===== src/rtl/event_write_arbiter_pkg.sv =====
// Shared types and constants for the event write arbiter.
// State encoding, header tag, default burst length, index-width helper.
package event_write_arbiter_pkg;

    typedef enum logic [1:0] {
        IDLE  = 2'd0,
        GRANT = 2'd1,
        BURST = 2'd2,
        DONE  = 2'd3
    } state_t;

    localparam logic [7:0] HEADER_TAG = 8'hEA;
    localparam int DEFAULT_WORDS_PER_EVENT = 16;

    // Index width that stays legal for a single-bit index.
    function automatic int idx_width(input int n);
        return (n > 1) ? $clog2(n) : 1;
    endfunction

endpackage


===== src/rtl/event_write_arbiter_rr_arbiter.sv =====
// Combinational round-robin selector: first set request at or above ptr.
// Ports: req (request vector), ptr (priority pointer), grant (one-hot), grant_idx.
module rr_arbiter
    import event_write_arbiter_pkg::*;
#(
    parameter int N_REQ = 4,
    localparam int IW = idx_width(N_REQ)
) (
    input  logic [N_REQ-1:0] req,
    input  logic [IW-1:0]    ptr,
    output logic [N_REQ-1:0] grant,
    output logic [IW-1:0]    grant_idx
);

    logic          found;
    logic [IW:0]   j;

    always_comb begin
        grant     = '0;
        grant_idx = '0;
        found     = 1'b0;
        j         = '0;
        for (int i = 0; i < N_REQ; i++) begin
            // Walk upward from the pointer, wrapping modulo N_REQ.
            j = {1'b0, ptr} + (IW+1)'(i);
            if (j >= (IW+1)'(N_REQ))
                j = j - (IW+1)'(N_REQ);
            if (!found && req[j[IW-1:0]]) begin
                found                 = 1'b1;
                grant[j[IW-1:0]]      = 1'b1;
                grant_idx             = j[IW-1:0];
            end
        end
    end

endmodule


===== src/rtl/event_write_arbiter.sv =====
// Round-robin arbiter moving fixed-length event bursts into one shared FIFO.
// Ports: clk, aresetn, req_i, data_i, full_i -> wr_en_o, din_o, ack_o, done_o,
//        grant_id_o, busy_o. Optional macro EVENT_HEADER_EN adds a header word.
module event_write_arbiter
    import event_write_arbiter_pkg::*;
#(
    parameter int N_REQ           = 4,
    parameter int WORDS_PER_EVENT = DEFAULT_WORDS_PER_EVENT,
    localparam int IW = idx_width(N_REQ),
    localparam int CW = $clog2(WORDS_PER_EVENT + 1)
) (
    input  logic                  clk,
    input  logic                  aresetn,
    input  logic [N_REQ-1:0]      req_i,
    input  logic [N_REQ*64-1:0]   data_i,
    input  logic                  full_i,
    output logic                  wr_en_o,
    output logic [63:0]           din_o,
    output logic [N_REQ-1:0]      ack_o,
    output logic [N_REQ-1:0]      done_o,
    output logic [IW-1:0]         grant_id_o,
    output logic                  busy_o
);

    state_t            state;
    logic [CW-1:0]     cnt;
    logic [IW-1:0]     ptr;
    logic [N_REQ-1:0]  gnt_oh;
    logic [N_REQ-1:0]  rr_grant;
    logic [IW-1:0]     rr_idx;
    logic              hdr_phase;

`ifdef EVENT_HEADER_EN
    logic              hdr_pend;
    logic [31:0]       ev_cnt;
`endif

    rr_arbiter #(.N_REQ(N_REQ)) u_rr (
        .req       (req_i),
        .ptr       (ptr),
        .grant     (rr_grant),
        .grant_idx (rr_idx)
    );

    always_ff @(posedge clk or negedge aresetn) begin
        if (!aresetn) begin
            state      <= IDLE;
            cnt        <= '0;
            ptr        <= '0;
            gnt_oh     <= '0;
            grant_id_o <= '0;
`ifdef EVENT_HEADER_EN
            hdr_pend   <= 1'b0;
            ev_cnt     <= '0;
`endif
        end else begin
            unique case (state)
                IDLE: begin
                    if (|req_i) begin
                        state      <= GRANT;
                        gnt_oh     <= rr_grant;
                        grant_id_o <= rr_idx;
                    end
                end
                GRANT: begin
                    state    <= BURST;
                    cnt      <= '0;
`ifdef EVENT_HEADER_EN
                    hdr_pend <= 1'b1;
`endif
                end
                BURST: begin
                    // full_i stalls everything: no write, count and state held.
                    if (!full_i) begin
`ifdef EVENT_HEADER_EN
                        if (hdr_pend)
                            hdr_pend <= 1'b0;
                        else
`endif
                        begin
                            cnt <= cnt + 1'b1;
                            if (cnt == CW'(WORDS_PER_EVENT - 1))
                                state <= DONE;
                        end
                    end
                end
                DONE: begin
                    state <= IDLE;
                    ptr   <= (grant_id_o == IW'(N_REQ - 1)) ? '0
                                                            : grant_id_o + 1'b1;
`ifdef EVENT_HEADER_EN
                    ev_cnt <= ev_cnt + 32'd1;
`endif
                end
                default: state <= IDLE;
            endcase
        end
    end

    always_comb begin
        wr_en_o   = 1'b0;
        din_o     = '0;
        ack_o     = '0;
        done_o    = '0;
        hdr_phase = 1'b0;
`ifdef EVENT_HEADER_EN
        hdr_phase = hdr_pend;
`endif
        busy_o    = (state != IDLE);
        if (state == BURST) begin
            wr_en_o = !full_i;
            din_o   = data_i[grant_id_o*64 +: 64];
`ifdef EVENT_HEADER_EN
            if (hdr_pend)
                din_o = {HEADER_TAG, 8'(grant_id_o), 16'h0000, ev_cnt};
`endif
            if (wr_en_o && !hdr_phase)
                ack_o = gnt_oh;
        end
        if (state == DONE)
            done_o = gnt_oh;
    end

endmodule


===== config.mk =====
export PLATFORM = sky130hd
export DESIGN_NAME = event_write_arbiter
export DESIGN_NICKNAME = d
export VERILOG_FILES = /design/src/rtl/event_write_arbiter_pkg.sv /design/src/rtl/event_write_arbiter_rr_arbiter.sv /design/src/rtl/event_write_arbiter.sv
export SDC_FILE = /design/constraint.sdc
export NUM_CORES = 1
export LEC_CHECK = 0
export ABC_AREA = 1
export BUFFER_PORTS_ARGS = -buffer_cell sky130_fd_sc_hd__clkbuf_2
export CAP_MARGIN = 20
export CELL_PAD_IN_SITES_DETAIL_PLACEMENT = 1
export CELL_PAD_IN_SITES_GLOBAL_PLACEMENT = 2
export CORE_MARGIN = 2
export CORE_UTILIZATION = 15
export CTS_CLUSTER_SIZE = 16
export DETAILED_ROUTE_END_ITERATION = 7
export GPL_ROUTABILITY_DRIVEN = 0
export PLACE_DENSITY_LB_ADDON = 0.1
export RECOVER_POWER = 25
export SYNTH_ARGS = -nofsm -noshare
export SYNTH_HDL_FRONTEND = slang
export SYNTH_SLANG_ARGS = --single-unit

===== constraint.sdc =====
create_clock -name clk -period 2.25 [get_ports clk]
set_clock_uncertainty 0.15 [all_clocks]
set_input_delay 0.3375 -clock clk [delete_from_list [all_inputs] [get_ports clk]]
set_output_delay 0.3375 -clock clk [all_outputs]
set_load 0.005 [all_outputs]

## Word-level counts from Yosys, hierarchy flattened

Index checks and enable logic that the tools add are counted.

- Bits of input ports: 263
- Output and inout bits: 76
- Register bits after elaboration: 15
- Logic and storage cells: 99

- Bitwise operators: 3
- Shift operators: 1
- $lt $le $gt $ge: 12
- Multiplexer cells: 43
- Add/subtract/negate cells: 9
- Reduce and logical (&&, ||, !) cells: 18
- Equal/unequal tests: 8

Operator list:

| cell | number |
|---|---|
| $shiftx A256 B9 Y64 | 1 |
| $mux W64 | 1 |
| $mux W4 | 7 |
| $mux W2 | 12 |
| $lt A2 B3 Y1 const B | 4 |
| $mux W1 | 12 |
| $or A4 B4 Y4 | 3 |
| $pmux W5 S2 | 1 |
| $ge A3 B3 Y1 const B | 3 |
| $bmux W1 S2 | 4 |
| $demux W1 S2 | 4 |
| $ge A2 B1 Y1 const B | 4 |
| $pmux W2 S4 | 1 |
| $sub A2 B1 Y2 const B | 4 |
| $logic_and A1 B1 Y1 | 7 |
| $add A2 B2 Y3 const B | 2 |
| $eq A2 B2 Y1 const B | 3 |
| $ne A2 B2 Y1 const B | 3 |
| $add A5 B1 Y5 const B | 1 |
| $eq A5 B4 Y1 const B | 1 |
| $mux W5 | 1 |
| $logic_not A1 Y1 | 4 |
| $reduce_and A2 Y1 | 2 |
| $reduce_bool A2 Y1 | 2 |
| other kinds (7) | 7 |

## Longest topological paths before layout

Gate-level depths: netlist (run 1).

- Depth after elaboration: 14
- Gate-level depth with buffers: 12
- Gate-level depth less buffers: 11

## By module

Synthesis (run 1) repeated with hierarchy kept, for this count alone.

- Cell total of the unflattened synthesis: 879
- Area, all modules: 4196.5 um^2

By module, submodules not included:

| module | seq. area each (um^2) | instances | cells each | area an instance (um^2) |
|---|---|---|---|---|
| event_write_arbiter | 375.4 | 1 | 797 | 3719.8 |
| rr_arbiter | 0.0 | 1 | 82 | 476.7 |

## Worst setup path before layout (run 1)

OpenSTA, ideal clock, no wires.

- Kind: register -> output
- Start point: reg state[0]
- End point: out din_o[13]
- Path slack: 401 ps
- Path buffers: 2
- Stages on the path, launching flop included: 7
- Required time: 1762 ps
- Data arrival time: 1361 ps
- Cells stage by stage: dfrtp_1 -> inv_1 -> ha_1 -> inv_1 -> clkbuf_1 -> clkbuf_1 -> a21oi_1

- Word-level cells in the longest chain between the ends: 2

RTL lines:

| what | line | source |
|---|---|---|
| from (decl) | event_write_arbiter.sv:25 | `state_t state;` |
| from (signal assigned) | event_write_arbiter.sv:47 | `state <= IDLE;` |
| from (signal assigned) | event_write_arbiter.sv:60 | `state <= GRANT;` |
| from (signal assigned) | event_write_arbiter.sv:66 | `state <= BURST;` |
| $eq A2 B2 Y1 | event_write_arbiter.sv:110 | `if (state == BURST) begin` |
| $mux W64 | event_write_arbiter.sv:110 |  |
| to (decl) | event_write_arbiter.sv:18 | `output logic [63:0] din_o,` |

No other way between the ends.

## Final worst setup path (run 1)

- Start point: reg grant_id_o[0]
- End point: out din_o[60]

- Word-level cells in the longest chain between the ends: 2

RTL lines:

| what | line | source |
|---|---|---|
| from (decl) | event_write_arbiter.sv:21 | `output logic [IW-1:0] grant_id_o,` |
| from (signal assigned) | event_write_arbiter.sv:62 | `grant_id_o <= rr_idx;` |
| $shiftx A256 B9 Y64 | event_write_arbiter.sv:112 | `din_o = data_i[grant_id_o*64 +: 64];` |
| $mux W64 | event_write_arbiter.sv:110 |  |

No other way between the ends.

==> results of run 1 <==
[worst reg2reg max path, cell delays in order (launching register included)]
cell     delay, ps
dfrtp_1        440
inv_8           80
ha_1           350
inv_1           70
buf_4          130
nand3_1         80
nand2_2         90
nor2_8         110
nand3_4         90
nor2_1         100
nor2_1          60
nor2_1          70
[kinds of logic (layout without fill, tap and decap cells)]
logic type      after synthesis  in the layout
simple gates                359            359
fa+ha+maj                    12             12
compound gates              209            209
buf+inv                      83            395
flops                        15             15
[flip-flops by register name (all words and copies together) (netlist names)]
| signal | flops |
|---|---|
| state | 2 |
| gnt_oh | 4 |
| grant_id_o | 2 |
| cnt | 5 |
| ptr | 2 |
[final timing paths]
kind | start | end | slack [ps]
hold / removal | full_i | state[1] | 330
setup reg to reg | ptr[0] | gnt_oh[2] | 360
hold reg to reg | cnt[0] | cnt[0] | 370
setup / recovery | grant_id_o[0] | din_o[60] | 110
min in group asynchronous | aresetn | state[1] | 590
max in group asynchronous | aresetn | grant_id_o[0] | 710
[routing by layer]
layer	GRT usage, %	vias up
met3	3.33	10
li1	-	2837
met5	0	-
met1	20.3	2503
met4	1.35	0
met2	31.7	172
[cells in the final DEF, fill, tap and decap left out, types with 2 or more instances in the layout]
cell type  netlist  final
o21ai_1          3      3
clkbuf_1        28      2
clkbuf_16        0      5
buf_16           0      2
nand4_1          7      7
buf_4           10      8
nand2_1         40     40
dfrtp_1         15     13
inv_2            3      3
buf_12           0      7
o21ai_0        131    131
nand2_4          2      2
a21oi_1         70     70
nand2_2          5      5
nand3_4          3      3
nor2_1         284    284
clkbuf_2         0    337
nand3_1         15     15
ha_1            12     12
inv_1           28     27
[layout make-up]
cell class              count  area [sq um]
fillers                  3042         17000
flip-flops and latches     15           380
repair buffers            358          2010
clock buffers               4          78.8
inverters                  33           135
well taps                 285           357
multi-input cells         580          2700
[through the flow]
stage	worst slack [ps]	hold slack, ps	utilization (%)	instance area, sq um	TNS (ps)
detailed placement	325	144	24.3	5510	0
floorplan	401	-108	-	3450	0
finish	107	329	25.0	5660	0
global route	-34.3	385	25.0	5660	-41.9
global placement	353	145	24.3	5510	0
CTS	57.5	331	24.7	5590	0
[power by group through the flow]
| stage | clock [uW] | combinational (uW) | sequential, uW |
|---|---|---|---|
| 2_1_floorplan | 0 | 3800 | 511 |
| 3_3_place_gp | 0 | 6260 | 578 |
| 3_5_place_dp | 0 | 6230 | 583 |
| 4_1_cts | 358 | 6260 | 580 |
| 5_1_grt | 367 | 7160 | 615 |
| 6_report | 348 | 6260 | 586 |
[repair_timing]
item | in CTS | in global routing
resized for setup | 0 | 2
hold buffers | 1 | 0
setup endpoints to repair | 0 | 13
hold endpoints to repair | 15 | 0
==> impl_metrics.yaml, run 1 <==
outcome:
  outcome: "complete, no violations"
routing:
  vias: 5522
  drc: 0
  post_drt_wl_per_cell_microns: 17.3
  wl_met2_microns: 11200
  top_layer_used: "met4"
  met1_length_microns: 9350
  drt_pass1_iterations: 4
  ant_nets: 0
  wl_microns: 22100
  met3_length_microns: 1470
  viasPerCell: 4.33
  drtIter0Drc: 229
worst_setup_path:
  slowest_delay_ps: 550
  path_cells: "clkinv_2, clkbuf_16, o21ai_0, a21oi_1, clkbuf_2"
  cp_top_family: "flip-flops"
  critPathSlowestCell: "dfrtp_4"
  startpoint_type: "flop"
  critical_path_depth: 5
  worstPathArrival_ps: 1660
  critPathRequiredTime_ps: 1760
  cp-end-kind: "output port"
  crit_type: "reg -> out"
  crit_buf_inv: 3
  path_max_fanout: 39
  r2r_cells: 11
worst_hold_path:
  hold_class: "in -> reg"
  holdPathStages: 4
timing:
  rsz0062_at_grt: "yes"
  finalMaxSlewViolations: 0
  worst-slew-pin-transition_ps: 899
  hold_violations: 0
  period_share_pct: 95.3
  final-setup-viol-count: 0
  period_needed_ps: 2140
  clock.fmax_mhz: 467
  timing.slew.headroom_pct: 40.1
placed_design:
  port_buffers: 338
  placed_cells: 1268
  dp_hpwl_microns: 17100
floorplan:
  io_pins: 339
  die-width_microns: 156
  rows: 55
  coreArea_sq_um: 22600
  die_area_sq_um: 24200
  start_util_pct: 15.2
  die_h_microns: 156
power:
  p_comb_share_pct: 87.0
  power_density_nw_per_um2: 1270
  sw_frac_of_total_pct: 56.8
  total_power_uw: 7190
  leakage_uw: 0.00306
  peakVddDrop_v: 0.000474
  pwr-share-clk_pct: 4.8
  p_seq_share_pct: 8.1
  p_int_uw: 3110
  switching_power_uw: 4080
cts:
  post-cts-setup-buffer-count: 0
  tritoncts: "yes"
  clk_latency_ps: 240
  cts_root_buf: "clkbuf_16"
  cts_num_sinks: 15
  cts_inserted_buffers: 3
  clk_pin_slew_ps: 50
  htree_levels: 1
  cts_buffer_depth: 2
yosys:
  synth_nets: 953
  yosysWarningCount: 0
  syn_area_per_cell_sq_um: 5.09
  synth.area.top_cells: "nor2_1 (31%), o21ai_0 (19%), dfrtp_1 (11%), a21oi_1 (10%), ha_1 (4.3%)"
  synthFlopType: "dfrtp_1"
  synthMuxAreaShare_pct: 0
  synth_cell_types: 29
  synthXorXnorAreaFrac_pct: 0
  synth-simple-area-share_pct: 43.2
  synthTopCellsByCount: "nor2_1 (284), o21ai_0 (131), a21oi_1 (70), nand2_1 (40)"
  synthCells: 678
  yosysMostFrequentCell: "nor2_1"
  syn_area_sq_um: 3450
  synth_top_cell_by_area: "nor2_1"
  synth.top_cell.area_share_pct: 30.9
  synth_compound_gate_area_share_pct: 30.7
  synth-async-reset-ratio_pct: 100
  ys_seq_elements: 15
  synthAdderAreaFrac_pct: 4.35
  synth-edff-count: 0
  synth_top_family_by_area: "simple AND/OR/NAND/NOR gates"
  ys_seq_area_share_pct: 10.9
global_route:
  gr-usage-all-layers_pct: 16.8
  antenna_found_initial: 0
  grt-ovfl-total: 0
  grt_pass1_vias: 5717
  grt_pass1_wl_microns: 32600
  grt_max_degree: 79
finish:
  syn_to_final_growth_pct: 63.9
  drive_above_1_share_pct: 38.4
  layout.nets: 1266
  diodes: 0
  fin_cells: 1275
run:
  drv_cap: 0
(Power assumes the default switching activity.)
==> inputs of run 2 (changes only) <==
==> constraint.sdc (replaced) <==
create_clock -name clk -period 2.25 [get_ports clk]
set_clock_uncertainty 0.15 [all_clocks]
set_input_delay 0.3375 -clock clk [delete_from_list [all_inputs] [get_ports clk]]
set_output_delay 0.3375 -clock clk [all_outputs]
set_load 0.1 [all_outputs]
==> run 2 against run 1 <==
Net effect:
- cell area rose by 45%
- via count rose by 5.3%
- die area did not move
- maximum frequency shrank 3.5%
- global-route usage grew 0.68 points
- core utilization increased by 11 points
- sequential share of layout area is 2.0 points lower
==> impl_metrics.yaml, run 2 (synthesis results as in run 1) <==
floorplan:
  die_area_sq_um: 24200
  die-width_microns: 156
  io_pins: 339
  die_h_microns: 156
  coreArea_sq_um: 22600
  start_util_pct: 15.2
  rows: 55
finish:
  top_register: "cnt"
  largest_reg_flops: 5
  layout_commonest_cell: "nor2_1"
  syn_to_final_growth_pct: 137
  drive_above_1_share_pct: 50.7
  diodes: 0
  final_cell_mix: "nor2_1 (278), clkbuf_2 (265), o21ai_1 (94)"
  reg.largest.list: "cnt (5), gnt_oh (4)"
  layout.nets: 1303
  fillers: 2847
cts:
  clk_pin_slew_ps: 60
  cts_inserted_buffers: 3
  cts_buffer_depth: 2
  cts_num_sinks: 15
  htree_levels: 1
  cts_root_buf: "clkbuf_16"
  clk_latency_ps: 250
  tritoncts: "yes"
run:
  drv_cap: 0
routing:
  top_layer_used: "met4"
  post_drt_wl_per_cell_microns: 18.4
  ant_nets: 0
  viasPerCell: 4.43
  drtIter0Drc: 202
  vias: 5813
  wl_microns: 24200
  drt_pass1_iterations: 4
  met3_length_microns: 1230
  met1_length_microns: 10300
  drc: 0
  wl_met2_microns: 12200
global_route:
  grt_pass1_vias: 5767
  grt_pass1_wl_microns: 33700
  grt-ovfl-total: 0
  antenna_found_initial: 0
  grt_max_degree: 51
  gr-usage-all-layers_pct: 17.5
placed_design:
  dp_hpwl_microns: 18400
  port_buffers: 338
worst_setup_path:
  crit_end: "din_o[26]"
  path_max_fanout: 12
  cp-end-kind: "output port"
  worstPathArrival_ps: 1730
  path_cells: "buf_12, clkinv_16, buf_6, o21ai_0, a21oi_4, buf_12"
  startpoint: "grant_id_o[0]"
  critPathSlowestCell: "dfrtp_4"
  r2r_cells: 11
  crit_type: "reg -> out"
  cp_common_cell: "buf_12"
  slowest_delay_ps: 450
  startpoint_type: "flop"
  r2r-end: "grant_id_o[0]"
  critPathRequiredTime_ps: 1760
  reg2reg_from: "ptr[0]"
  r2r_slack_ps: 300
timing:
  rsz0062_at_grt: "yes"
  clock.fmax_mhz: 450
  period_share_pct: 98.7
  finalMaxSlewViolations: 0
  worst-slew-pin-transition_ps: 950
  hold_violations: 0
  hold-worst-slack_ps: 361
  timing.slew.headroom_pct: 36.6
  final.setup.tns_ps: 0
  final-setup-viol-count: 0
  period_needed_ps: 2220
outcome:
  outcome: "complete, no violations"
worst_hold_path:
  hold_class: "reg -> reg"
==> run 2: cell types whose count changed in the layout (fill, tap and decap cells not counted), moves of 30 or more <==
cell and delta:
a21oi_1 -64, o21ai_0 -122, a21oi_4 +64, o21ai_1 +91, o21ai_2 +30, clkbuf_2 -72
buf_12 +78
==> run 2: routing by layer <==
layer  GRT usage, %  vias to the layer above
li1               -                     2919
met1           21.8                     2696
met2           32.3                      176
met3           2.31                       22
met4           3.06                        0
met5              0                        -
==> run 2: layout make-up <==
cell class | instances | area [sq um] | share of cell area, %
Timing Repair inverter | 1 | 11.3 | 0.138
Multi-Input combinational cell | 580 | 3600 | 44.0
Clock buffer | 4 | 78.8 | 0.963
Inverter | 33 | 179 | 2.19
Timing Repair Buffer | 394 | 3580 | 43.7
Sequential cell | 15 | 383 | 4.68
Tap cell | 285 | 357 | 4.36
==> run 2: timing repair <==
action	in CTS	in global routing
setup buffers	2	15
pin swaps	2	8
hold buffers	1	0
endpoints found under the setup margin	56	46
gates cloned	0	14
hold endpoints to repair	15	0
gates resized for setup	10	114
==> run 2: worst min-delay path by stage <==
stage | startpoint | cells after the start | to
after floorplan | aresetn | 0 | cnt[0]
after global placement | aresetn | 1 | ptr[0]
after detailed placement | aresetn | 1 | ptr[0]
after CTS | cnt[0] | 1 | cnt[0]
after global routing | cnt[0] | 1 | cnt[0]
final | cnt[0] | 1 | cnt[0]
==> run 2: stage by stage <==
step / utilization (%) / instance area (sq um) / worst slack, ps / cells
2_1_floorplan: - / 4330 / -407 / 678
3_3_place_gp: 32.9 / 7460 / 193 / 1277
3_5_place_dp: 32.9 / 7460 / 179 / 1277
4_1_cts: 33.5 / 7580 / -11.3 / 1284
5_1_grt: 36.2 / 8190 / -45.1 / 1312
6_report: 36.2 / 8190 / 28.6 / 1312
==> run 2: critical path: cells and delay by family (launching register included) <==
family | cells | cell delay (ps)
AO/OA/AOI/OAI | 2 | 390
flip-flops | 1 | 450
buffers and inverters | 4 | 630
Power of run 2 is not shown: default switching activity piles up to over one toggle a cycle in this logic, so the estimate is an artifact.
